[config.mk]
export PLATFORM = sky130hd
export DESIGN_NAME = id_ex_elastic_buffer
export DESIGN_NICKNAME = d
export VERILOG_FILES = /design/src/rtl/id_ex_elastic_buffer.sv
export SDC_FILE = /design/constraint.sdc
export NUM_CORES = 1
export LEC_CHECK = 0
export BUFFER_PORTS_ARGS = -buffer_cell sky130_fd_sc_hd__buf_2
export CORE_MARGIN = 4
export CORE_UTILIZATION = 57
export DETAILED_ROUTE_END_ITERATION = 7
export PLACE_DENSITY = 0.79
export SLEW_MARGIN = 20
export SYNTH_ARGS = -nofsm -noshare
export SYNTH_HDL_FRONTEND = slang
export SYNTH_SLANG_ARGS = --single-unit
[constraint.sdc]
create_clock -name clk -period 6.1 [get_ports clk]
set_clock_uncertainty 0.2 [all_clocks]
set_input_delay 1.22 -clock clk [delete_from_list [all_inputs] [get_ports clk]]
set_output_delay 1.22 -clock clk [all_outputs]
set_load 0.02 [all_outputs]
[src/rtl/id_ex_elastic_buffer.sv]
// id_ex_elastic_buffer: DEPTH-entry valid/ready FIFO between decode and
// execute, with flush and an occupancy high-water mark.
// Optional macro ID_EX_BYPASS_EN: zero-latency pass-through when the
// buffer is empty (default build keeps a strictly registered path).
module id_ex_elastic_buffer #(
  parameter int XLEN     = 32,
  parameter int REG_ID_W = 5,
  parameter int CTRL_W   = 16,
  parameter int DEPTH    = 4,
  parameter int CNT_W    = $clog2(DEPTH) + 1
) (
  input  logic                clk,
  input  logic                reset,
  input  logic                flush,
  input  logic                in_valid,
  output logic                in_ready,
  input  logic [REG_ID_W-1:0] in_rd_id,
  input  logic [XLEN-1:0]     in_data1,
  input  logic [XLEN-1:0]     in_data2,
  input  logic [XLEN-1:0]     in_imm,
  input  logic [XLEN-1:0]     in_pc,
  input  logic                in_illegal,
  input  logic [CTRL_W-1:0]   in_ctrl,
  output logic                out_valid,
  input  logic                out_ready,
  output logic [REG_ID_W-1:0] out_rd_id,
  output logic [XLEN-1:0]     out_data1,
  output logic [XLEN-1:0]     out_data2,
  output logic [XLEN-1:0]     out_imm,
  output logic [XLEN-1:0]     out_pc,
  output logic                out_illegal,
  output logic [CTRL_W-1:0]   out_ctrl,
  output logic [CNT_W-1:0]    count,
  output logic [CNT_W-1:0]    high_water,
  input  logic                hw_clear
);
  localparam int PTR_W = $clog2(DEPTH);
  localparam int ENT_W = REG_ID_W + 4*XLEN + 1 + CTRL_W;

  logic [ENT_W-1:0] mem [DEPTH];
  logic [ENT_W-1:0] in_ent, sel_ent, out_ent;
  logic [PTR_W-1:0] wr_ptr, rd_ptr;
  logic [CNT_W-1:0] count_nxt, hw_nxt;
  logic             full, empty, stor_valid, push, pop, byp, byp_take;

  assign in_ent = {in_rd_id, in_data1, in_data2, in_imm, in_pc, in_illegal, in_ctrl};
  assign full   = (count == CNT_W'(DEPTH));
  assign empty  = (count == '0);

  // Full is judged on the current count only, so a pop in the same cycle
  // never frees a slot for a simultaneous push.
  assign in_ready   = ~full & ~flush;
  assign stor_valid = ~empty & ~flush;

`ifdef ID_EX_BYPASS_EN
  assign byp      = empty & in_valid & ~flush;
  assign byp_take = byp & out_ready;
`else
  assign byp      = 1'b0;
  assign byp_take = 1'b0;
`endif

  // A bypassed entry that execute consumes immediately is never stored.
  assign push      = in_valid & in_ready & ~byp_take;
  assign pop       = stor_valid & out_ready;
  assign out_valid = stor_valid | byp;

  assign sel_ent = byp ? in_ent : mem[rd_ptr];
  // Idle outputs read as zero rather than stale storage.
  assign out_ent = out_valid ? sel_ent : '0;
  assign {out_rd_id, out_data1, out_data2, out_imm, out_pc, out_illegal, out_ctrl} = out_ent;

  // Next occupancy and high-water value; flush empties the buffer outright.
  always_comb begin
    count_nxt = count;
    if (flush)              count_nxt = '0;
    else if (push && !pop)  count_nxt = count + CNT_W'(1);
    else if (pop && !push)  count_nxt = count - CNT_W'(1);
    if (hw_clear)                  hw_nxt = count_nxt;
    else if (count_nxt > high_water) hw_nxt = count_nxt;
    else                           hw_nxt = high_water;
  end

  // Pointer, occupancy and high-water state; reset outranks flush.
  always_ff @(posedge clk) begin
    if (reset) begin
      wr_ptr     <= '0;
      rd_ptr     <= '0;
      count      <= '0;
      high_water <= '0;
    end else begin
      if (flush) begin
        wr_ptr <= '0;
        rd_ptr <= '0;
      end else begin
        if (push) wr_ptr <= wr_ptr + PTR_W'(1);
        if (pop)  rd_ptr <= rd_ptr + PTR_W'(1);
      end
      count      <= count_nxt;
      high_water <= hw_nxt;
    end
  end

  // Entry storage; contents need no reset since validity lives in count.
  always_ff @(posedge clk) begin
    if (push) mem[wr_ptr] <= in_ent;
  end

`ifndef SYNTHESIS
  // Overflow/underflow guards on the handshake decode.
  always @(posedge clk) begin
    if (!reset) begin
      assert (!(push && full))  else $error("push into full buffer");
      assert (!(pop && empty))  else $error("pop from empty buffer");
    end
  end
`endif
endmodule

======== Yosys cells after proc, flatten, opt, wreduce, memory -nomap -nowiden ========
Memory sizes are Yosys's and may differ from the RTL's. A register that Yosys moved wholly into a read port is not among the register bits.
Cells that the tools add are included.
cells by class
  $add $sub $neg .......................... 4
  magnitude comparators ................... 1
  eq/ne operators ......................... 1
  multiplexer cells ....................... 10
  bitwise gates (word level) .............. 7
  reductions and logical operators ........ 7
operator list
  cell                 number
  $mux 150             1
  $mux 3               5
  $add 2x1->2 const B  2
  $and 1x1->1          4
  $mux 2               2
  $add 3x1->3 const B  1
  $eq 3x3->1 const B   1
  $gt 3x3->1           1
  $logic_not 3->1      1
  $not 1->1            3
  $sub 3x1->3 const B  1
  $logic_and 1x1->1    2
  $logic_not 1->1      2
  $mux 1               2
  $reduce_bool 2->1    1
  $reduce_or 2->1      1
storage, ports and cells
  register bits ........................... 10
  RAM bits ................................ 600
  bits of input ports ..................... 156
  output and inout bits ................... 158
  logic and storage cells ................. 35
  memories ................................ 1
memories
  memory  words  width  read ports  clocked after Yosys merged registers in  write ports  RTL line  text
  mem     4      150    1           1                                        1            40        logic [ENT_W-1:0] mem [DEPTH];

======== Logic depth before layout (Yosys ltp) ========
Gate-level depths: netlist of run 1.
  word-level depth ........................ 12
  depth in mapped cells ................... 14
  gate-level depth less buffers ........... 13

======== Worst setup path before layout of run 1 ========
Ideal clock, no wire load.
  kind .................................... input to register
  start ................................... input flush
  end ..................................... memory mem[0][0] in the netlist's numbering, enable pin
  setup time .............................. 0.529 ns
  arrival time ............................ 5.097 ns
  data required time ...................... 5.371 ns
  slack ................................... 0.274 ns
  stages .................................. 2
  buffers on the path ..................... 0
  path through ............................ a21oi_2 and3_1
between the ends
  cells in the longest elaborated chain, start to end .. 5
ends and longest elaborated chain
  element                       RTL line  text
  start, declared               14        input logic flush,
  $not 1->1                     52        assign in_ready = ~full & ~flush;
  $and 1x1->1                   52
  $and 1x1->1                   64        assign push = in_valid & in_ready & ~byp_take;
  $mux 1                        106       if (push) mem[wr_ptr] <= in_ent;
  $mux 1 (not written as such)  106
  end, declared                 40
Every way passes these cells.

======== Worst setup path in the final report of run 1 ========
  start ................................... register count[1]
  end ..................................... output out_data2[21]
between the ends
  cells in the longest elaborated chain, start to end .. 4
ends and longest elaborated chain
  element                 RTL line  text
  start, declared         33        output logic [CNT_W-1:0] count,
  start signal, assigned  99        count <= count_nxt;
  $logic_not 3->1         48        assign empty = (count == '0);
  $not 1->1               53        assign stor_valid = ~empty & ~flush;
  $and 1x1->1             53
  $mux 150                70        assign out_ent = out_valid ? sel_ent : '0;
  end, declared           28        output logic [XLEN-1:0] out_data2,
Every way passes these cells.

==> flow_summary.yaml, run 1 <==
routing:
  met2RoutedLength_um: 22400
  wl_per_cell_um: 23.2
  top_layer: "met5"
  num_vias: 11200
  drt-met1-wl_um: 17700
  wl_met3_um: 4030
  first_pass_iters: 4
  drt-initial-drc-count: 922
  antenna_left: 0
  vias_per_cell: 5.72
  routed_wl_um: 45400
  drc_errors: 0
floorplan:
  core-area_mm2: 0.0401
  die_w_um: 210
  rows: 73
  die_h_um: 210
  die-area_mm2: 0.0442
  start_util_pct: 58.2
  ios: 314
final_layout:
  final_common_cell: "edfxtp_1"
  syn_to_final_growth_pct: 17.4
  layout_common_cells: "edfxtp_1, buf_2, mux4_2, and2_1, clkbuf_16"
  finish.instance_area_mm2: 0.0274
  final_nets: 1540
  final_util_pct: 68.3
  layout-drive-gt1-share_pct: 40.5
synth:
  yosysWarnings: 0
  syn_area_mm2: 0.0233
  synth_nets: 1204
  netlist_instances: 1038
  synth_cell_types: 39
  synth.avg_cell_area_um2: 22.5
  synth_top_area_share_pct: 77.2
  ys_seq_elements: 612
  synth_area_leaders: "edfxtp_1, mux4_2, and2_1"
  ys_seq_area_share_pct: 78.2
  yosysTopAreaCell: "edfxtp_1"
setup_path:
  path_cells: "inv_1 > ha_1 > nand2b_1 > nor2b_4 > buf_4 > and2_1 > buf_2"
  crit_family: "simple AND/OR/NAND/NOR gates"
  cp_max_fo: 49
  cp_slowest_stage_delay_ns: 0.66
  startpoint_type: "flop"
  worst-setup-path-type: "reg -> out"
  cp-end-kind: "primary output"
  crit_buf_inv: 3
  cp_slowest_cell: "nor2b_4"
  critPathArrivalTime_ns: 3.11
  cp.required_ns: 4.68
cts:
  cts_setup_buffers: 0
  cts_max_path_buffers: 3
  cts_max_level: 2
  clk_pin_slew_ns: 0.06
  hold_buffers: 0
  cts_tree: "done"
  cts_root_buffer: "clkbuf_16"
  clk-insertion-delay-late_ns: 0.59
  cts.sinks: 612
  ctsResizeCount: 0
  cts_buffers: 59
grt:
  antenna_found_initial: 21
  grt_pass1_wl_um: 69600
  grt_max_degree: 93
  gr-total-overflow: 0
  grt_usage_pct: 20.6
  grt_pass1_vias: 11700
power:
  pwr-share-clk_pct: 40.2
  swShare_pct: 19.8
  p_leak_uw: 0.00942
  powerDensity_mw_per_mm2: 308
  total_power_uw: 8450
  combPwrFrac_pct: 4.2
  p_int_uw: 6770
  vdd_drop_max_v: 0.000260
  power_switching_uw: 1680
  sequentialPowerShare_pct: 55.6
placed_design:
  port-buffer-count: 313
  place_hpwl_um: 26800
  gp_congestion: 0.737
  place_area_mm2: 0.0256
timing:
  hold_viol: 0
  worst_slew_pin_slew_ns: 0.983
  min_period_ns: 4.53
  slew_headroom_pct: 34.4
  setup_tns_ns: 0
  drv_slew: 0
  rsz0062_at_grt: "no"
  fmax_ghz: 0.221
  setup_viol: 0
  holdWs_ns: 0.324
  min_period_over_period_pct: 74.3
run:
  drv_cap: 0
run_status:
  status: "finished clean"
worst_hold_path:
  min_path_type: "reg -> reg"
## cells in the mapped netlist
library cell / instances
nand3_1: 1
nor4bb_1: 1
nand3b_1: 3
o21ai_0: 2
o21ai_1: 2
a211oi_1: 1
buf_2: 10
edfxtp_1: 600
o41ai_1: 1
buf_4: 10
and3_1: 5
nor3_1: 1
a221oi_1: 1
maj3_2: 1
nand2b_1: 1
nor2_1: 15
buf_6: 1
xor2_1: 1
o31ai_1: 2
dfxtp_1: 12
mux4_2: 150
a21oi_2: 1
buf_1: 10
xnor2_1: 2
nor2b_1: 3
and2_1: 150
or2_2: 1
a22oi_2: 1
ha_1: 10
a21oi_1: 3
clkbuf_1: 22
mux2i_1: 1
a21boi_0: 1
o21a_1: 1
nand2_1: 2
inv_1: 6
and2_4: 1
and2_2: 1
xnor2_2: 1
## through the flow
step,std cells,setup slack (ns)
2_1_floorplan,1038,0.274
3_3_place_gp,1838,1.90
3_5_place_dp,1838,1.79
4_1_cts,1947,1.50
5_1_grt,1954,1.32
6_report,1957,1.57
## logic make-up (layout without fill, tap and decap cells)
| kind of cell | after synthesis | after routing | synth area share [%] |
|---|---|---|---|
| DFF | 612 | 612 | 78.2 |
| and+or+nand+nor | 185 | 185 | 4.81 |
| muxes | 151 | 151 | 14.5 |
| buffers and inverters | 59 | 443 | 1.20 |
| AOI/OAI and AO/OA | 16 | 16 | 0.477 |
| adders and majority gates | 11 | 11 | 0.584 |
| xor gates and xnor gates | 4 | 4 | 0.182 |
| other | 0 | 10 | 0 |
## final cells by class
class                           count  area, um^2
Clock inverter                     36         248
Sequential cell                   612       18300
Fill cell                        2488       12700
Timing Repair Buffer              328        1780
Clock buffer                       73        1570
Inverter                            6        22.5
Tap cell                          525         657
Multi-Input combinational cell    367        4830
Antenna cell                       10        25.0
## worst register-to-register path: stages, from the launching register on
cell	delay, ns
dfxtp_1	0.32
inv_1	0.15
ha_1	0.31
a21oi_2	0.16
and2_4	0.21
maj3_2	0.30
a22oi_2	0.23
nor2_1	0.07
ha_1	0.28
nor2b_1	0.13
o21a_1	0.16
a221oi_1	0.63
nand3b_1	0.16
o31ai_1	0.11
## routing by layer
layer	vias up	track usage [%]
li1	4922	-
met1	5743	28.1
met2	407	32.6
met3	92	6.52
met4	22	6.68
met5	-	0
## final timing paths
check                              startpoint             to  slack (ns)  depth (start not counted)
worst min-delay path            high_water[2]  high_water[2]        0.32                          2
worst min register to register  high_water[2]  high_water[2]        0.32                          2
worst max register to register       count[0]  high_water[0]        2.58                         13
worst max-delay path                 count[1]  out_data2[21]        1.57                          7
## sequential cells by signal, summed over array words and instances (netlist names), named ones only
| signal | count |
|---|---|
| rd_ptr | 2 |
| wr_ptr | 2 |
| high_water | 3 |
| count | 3 |
| mem | 600 |
## power groups by stage
stage               Clock (uW)  Sequential, uW  Combinational, uW
CTS                       3480            4700                358
global placement             0            4790                344
detailed placement           0            4790                357
floorplan                    0            4800                186
global route              3660            4700                385
finish                    3390            4700                353
Power figures use the tool's default switching activity.
==> inputs of run 2 (changes only) <==
--- a/config.mk
+++ b/config.mk
@@ -5,11 +5,12 @@
 export SDC_FILE = /design/constraint.sdc
 export NUM_CORES = 1
 export LEC_CHECK = 0
+export ABC_AREA = 1
 export BUFFER_PORTS_ARGS = -buffer_cell sky130_fd_sc_hd__buf_2
 export CORE_MARGIN = 4
-export CORE_UTILIZATION = 57
+export CORE_UTILIZATION = 58
 export DETAILED_ROUTE_END_ITERATION = 7
-export PLACE_DENSITY = 0.79
+export PLACE_DENSITY = 0.8
 export SLEW_MARGIN = 20
 export SYNTH_ARGS = -nofsm -noshare
 export SYNTH_HDL_FRONTEND = slang
==> constraint.sdc (replaced) <==
create_clock -name clk -period 4.2 [get_ports clk]
set_clock_uncertainty 0.2 [all_clocks]
set_input_delay 0.84 -clock clk [delete_from_list [all_inputs] [get_ports clk]]
set_output_delay 0.84 -clock clk [all_outputs]
set_load 0.02 [all_outputs]
==> flow_summary.yaml, run 2 <==
timing:
  setup_slack_ns: 0.560
  hold_viol: 0
  slew_headroom_pct: 39.9
  fmax_ghz: 0.275
  min_period_ns: 3.64
  drv_slew: 0
  min_period_over_period_pct: 86.7
  worst_slew_pin_slew_ns: 0.900
  rsz0062_at_grt: "no"
  setup_viol: 0
synth:
  yosys-top-cells-count: "nor2_1, edfxtp_1, o21ai_0"
  synth_nets: 2036
  ys_seq_elements: 612
  synth_edf_count: 600
  async_flop_share_pct: 0
  syn_area_mm2: 0.0240
  ys.flop_type: "edfxtp_1"
  synth.most_common_cell: "nor2_1"
  netlist_instances: 1870
  synth_area_leaders: "edfxtp_1, nor2_1, o21ai_0"
  yosysWarnings: 0
  ys_seq_area_share_pct: 76.0
  synth_cell_types: 23
  yosysTopAreaCell: "edfxtp_1"
  synth.avg_cell_area_um2: 12.8
  synth_top_area_share_pct: 75.0
routing:
  vias_per_cell: 5.62
  first_pass_iters: 6
  drc_errors: 0
  routed_wl_um: 53100
  wl_per_cell_um: 19.3
  num_vias: 15500
  antenna_left: 0
  drt-initial-drc-count: 1395
floorplan:
  die_h_um: 212
  core-area_mm2: 0.0409
  rows: 74
  die_w_um: 212
  die-area_mm2: 0.0447
  ios: 314
  start_util_pct: 58.7
cts:
  cts_buffers: 58
  ctsResizeCount: 0
  cts_root_buffer: "clkbuf_16"
  cts_tree: "done"
  clk_pin_slew_ns: 0.06
  cts_setup_buffers: 0
  cts_max_level: 2
  cts.sinks: 612
  hold_buffers: 0
  cts_max_path_buffers: 3
  clk-insertion-delay-late_ns: 0.61
power:
  pwr-share-clk_pct: 41.2
  p_leak_uw: 0.0103
  powerDensity_mw_per_mm2: 448
  swShare_pct: 19.9
  p_int_uw: 10000
  sequentialPowerShare_pct: 54.6
  power_switching_uw: 2500
  vdd_drop_max_v: 0.000399
  combPwrFrac_pct: 4.3
final_layout:
  layout_common_cells: "nor2_1, edfxtp_1, buf_2, o21ai_0, a21oi_1"
  largest_reg_flops: 600
  top_regs: "mem: 600 flops, count: 3 flops, high_water: 3 flops"
  top_register: "mem"
  final_common_cell: "nor2_1"
  layout-drive-gt1-share_pct: 20.2
  finalNonFillerCells: 2758
  syn_to_final_growth_pct: 16.7
  final_nets: 2333
run_status:
  status: "finished clean"
grt:
  grt_usage_pct: 23.3
  grt_max_degree: 155
  grt_pass1_vias: 15200
  gr-total-overflow: 0
  grt_pass1_wl_um: 82100
  antenna_found_initial: 15
setup_path:
  cp-end-kind: "primary output"
  cp_max_fo: 151
  cp.required_ns: 3.16
  startpoint_type: "flop"
  worst-setup-path-type: "reg -> out"
  critPathArrivalTime_ns: 2.60
worst_hold_path:
  min_path_type: "in -> reg"
placed_design:
  pre_cts_ws_ns: 0.966
  dp.cells: 2639
  gp_congestion: 0.822
  place_hpwl_um: 29500
  port-buffer-count: 313
run:
  drv_cap: 0
==> run 2: final timing paths <==
check             cells past startpoint       endpoint       from  slack, ns
setup / recovery                      7  out_data1[11]   count[0]       0.56
hold / removal                        1     mem[0][26]   in_pc[9]       0.24
setup reg to reg                     17  high_water[2]   count[0]       1.22
hold reg to reg                       2           flop  rd_ptr[0]       0.27
==> run 2: layout make-up <==
type | count | area [um^2]
antenna | 12 | 30.0
multi-input combinational | 1117 | 4940
clock buffer | 76 | 1580
inverter | 26 | 105
sequential | 612 | 18300
timing repair buffer | 352 | 2120
tap | 532 | 666
clock inverter | 31 | 315
fill | 2717 | 12900
==> run 2: power groups by stage <==
stage / sequential (uW) / clock (uW) / combinational (uW)
floorplan: 6990 / 0 / 272
global placement: 6970 / 0 / 508
detailed placement: 6980 / 0 / 533
CTS: 6850 / 5240 / 537
global route: 6850 / 5550 / 594
finish: 6850 / 5160 / 536
==> run 2: through the flow <==
| stage | hold WS (ns) | TNS, ns | utilization (%) | instance area (um^2) | total power [uW] |
|---|---|---|---|---|---|
| 3_3_place_gp | 0.244 | 0 | 63.8 | 26100 | 7480 |
| 2_1_floorplan | 0.236 | -897.67 | - | 24000 | 7270 |
| 6_report | 0.245 | 0 | 68.5 | 28000 | 12500 |
| 4_1_cts | 0.210 | 0 | 68.4 | 28000 | 12600 |
| 5_1_grt | 0.223 | 0 | 68.4 | 28000 | 13000 |
| 3_5_place_dp | 0.254 | 0 | 63.8 | 26100 | 7510 |
==> run 2: cell families after synthesis <==
family	count (synthesis)	share of synthesized area, %
adders and majority gates	10	0.521
AOI/OAI and AO/OA	466	9.71
DFF	612	76.0
buffers and inverters	141	3.56
and+or+nand+nor	641	10.2
==> run 2: metal layers <==
layer | GRT usage, % | part of all wire [%] | vias to the layer above | wire length, um
li1 | - | - | 7257 | -
met1 | 31.2 | 39 | 7476 | 20500
met2 | 38.2 | 50 | 645 | 26300
met3 | 5.85 | 9.3 | 101 | 4970
met4 | 7.66 | 2.4 | 10 | 1290
met5 | 0 | 0.11 | - | 58
==> run 2: worst max-delay path, stage by stage (launching register included) <==
cell and delay, ns:
dfxtp_1 0.34, inv_1 0.11, ha_1 0.21, nand2_2 0.11, nand2_4 0.08, buf_12 0.52, a21oi_1 0.19, buf_2 0.23
==> inputs of run 3 (changes only) <==
--- a/config.mk
+++ b/config.mk
@@ -5,12 +5,12 @@
 export SDC_FILE = /design/constraint.sdc
 export NUM_CORES = 1
 export LEC_CHECK = 0
-export ABC_AREA = 1
 export BUFFER_PORTS_ARGS = -buffer_cell sky130_fd_sc_hd__buf_2
 export CORE_MARGIN = 4
-export CORE_UTILIZATION = 58
+export CORE_UTILIZATION = 57
 export DETAILED_ROUTE_END_ITERATION = 7
-export PLACE_DENSITY = 0.8
+export HOLD_SLACK_MARGIN = 0.15
+export PLACE_DENSITY = 0.79
 export SLEW_MARGIN = 20
 export SYNTH_ARGS = -nofsm -noshare
 export SYNTH_HDL_FRONTEND = slang
==> flow_summary.yaml, run 3 (same netlist as run 1, synthesis figures left out) <==
run_status:
  status: "finished clean"
cts:
  clk-insertion-delay-late_ns: 0.60
  cts_setup_buffers: 0
  cts_max_path_buffers: 3
  hold_buffers: 0
  cts.sinks: 612
  cts_buffers: 57
  ctsResizeCount: 0
  cts_tree: "done"
  cts_max_level: 2
  cts_root_buffer: "clkbuf_16"
  clk_pin_slew_ns: 0.06
timing:
  setup_tns_ns: 0
  rsz0062_at_grt: "no"
  min_period_over_period_pct: 90.1
  fmax_ghz: 0.264
  hold_viol: 0
  worst_slew_pin_slew_ns: 0.787
  setup_viol: 0
  drv_slew: 0
  min_period_ns: 3.78
  slew_headroom_pct: 47.5
routing:
  vias_per_cell: 5.73
  wl_per_cell_um: 23.8
  antenna_left: 0
  routed_wl_um: 47300
  drt-initial-drc-count: 1056
  first_pass_iters: 5
  drc_errors: 0
  num_vias: 11400
final_layout:
  layout_common_cells: "edfxtp_1, buf_2, mux4_2, and2_1, clkbuf_16"
  layout-drive-gt1-share_pct: 41.5
  finish.instance_area_mm2: 0.0277
  final_util_pct: 69.1
  largest_reg_flops: 600
  final_nets: 1570
  finalNonFillerCells: 1986
  top_regs: "mem: 600 flops, count: 3 flops, high_water: 3 flops"
  top_register: "mem"
  syn_to_final_growth_pct: 18.7
  final_common_cell: "edfxtp_1"
worst_hold_path:
  min_path_type: "in -> reg"
floorplan:
  ios: 314
  die_w_um: 210
  die_h_um: 210
  rows: 73
  die-area_mm2: 0.0442
  core-area_mm2: 0.0401
  start_util_pct: 58.2
power:
  p_leak_uw: 0.00959
  vdd_drop_max_v: 0.000411
  powerDensity_mw_per_mm2: 443
grt:
  grt_pass1_wl_um: 73000
  gr-total-overflow: 0
  grt_usage_pct: 21.6
  antenna_found_initial: 13
  grt_pass1_vias: 12100
  grt_max_degree: 152
placed_design:
  place_area_mm2: 0.0259
  place_hpwl_um: 29400
  port-buffer-count: 313
  gp_congestion: 0.784
  dp.cells: 1870
setup_path:
  cp_max_fo: 151
  cp.required_ns: 3.16
  worst-setup-path-type: "reg -> out"
  cp-end-kind: "primary output"
  critPathArrivalTime_ns: 2.74
  startpoint_type: "flop"
run:
  drv_cap: 0
-- run 3: cell count changes in the layout (fill, tap and decap cells not counted), moves of 5 or more --
cell     previous run  this run
nand2_1            13         2
inv_1              21         6
nand3_1             7         1
buf_4              18        31
and2_1              0       150
o21ai_1            44         2
o21ai_0           264         2
a21oi_1           158         3
buf_12             21        16
mux4_2              0       150
nor2_1            610        15
-- run 3: per-layer routing --
layer  share of wire [%]  track usage (%)
met5                0.23                0
met1                  39             30.3
met2                  50             34.4
met4                 1.5             4.82
met3                 9.2             6.50
-- run 3: metrics by stage --
step	setup slack [ns]	power (uW)	hold slack, ns
after CTS	0.413	12400	0.215
after detailed placement	0.361	7490	0.308
final	0.415	12300	0.242
after global routing	0.277	12700	0.225
after global placement	0.561	7460	0.290
after floorplan	0.399	7230	0.285
-- run 3: final timing paths --
path,to,cells after the start,start,slack (ns)
worst min-delay path,mem[2][39],1,in_pc[22],0.24
worst min register to register,high_water[1],2,high_water[1],0.31
worst max-delay path,out_imm[22],7,count[1],0.42
worst max register to register,high_water[2],13,count[0],0.64
-- run 3: worst max-delay path: stages (launching register included) --
cell      delay (ns)
dfxtp_1         0.41
inv_1           0.11
ha_1            0.27
nand2b_1        0.16
nor2b_4         0.18
buf_12          0.43
and2_1          0.27
buf_2           0.18
-- run 3: power by group --
group          switching (uW)  internal [uW]  leakage (uW)
Clock                    2110           2820      0.000875
Sequential               25.4           6800       0.00555
Combinational             309            220       0.00317
-- run 3: cell type report --
class	count	area (um^2)
Sequential cell	612	18300
Fill cell	2421	12400
Multi-Input combinational cell	367	4830
Timing Repair Buffer	360	2120
Clock buffer	76	1540
Tap cell	525	657
Clock inverter	29	246
Antenna cell	11	27.5
Inverter	6	22.5
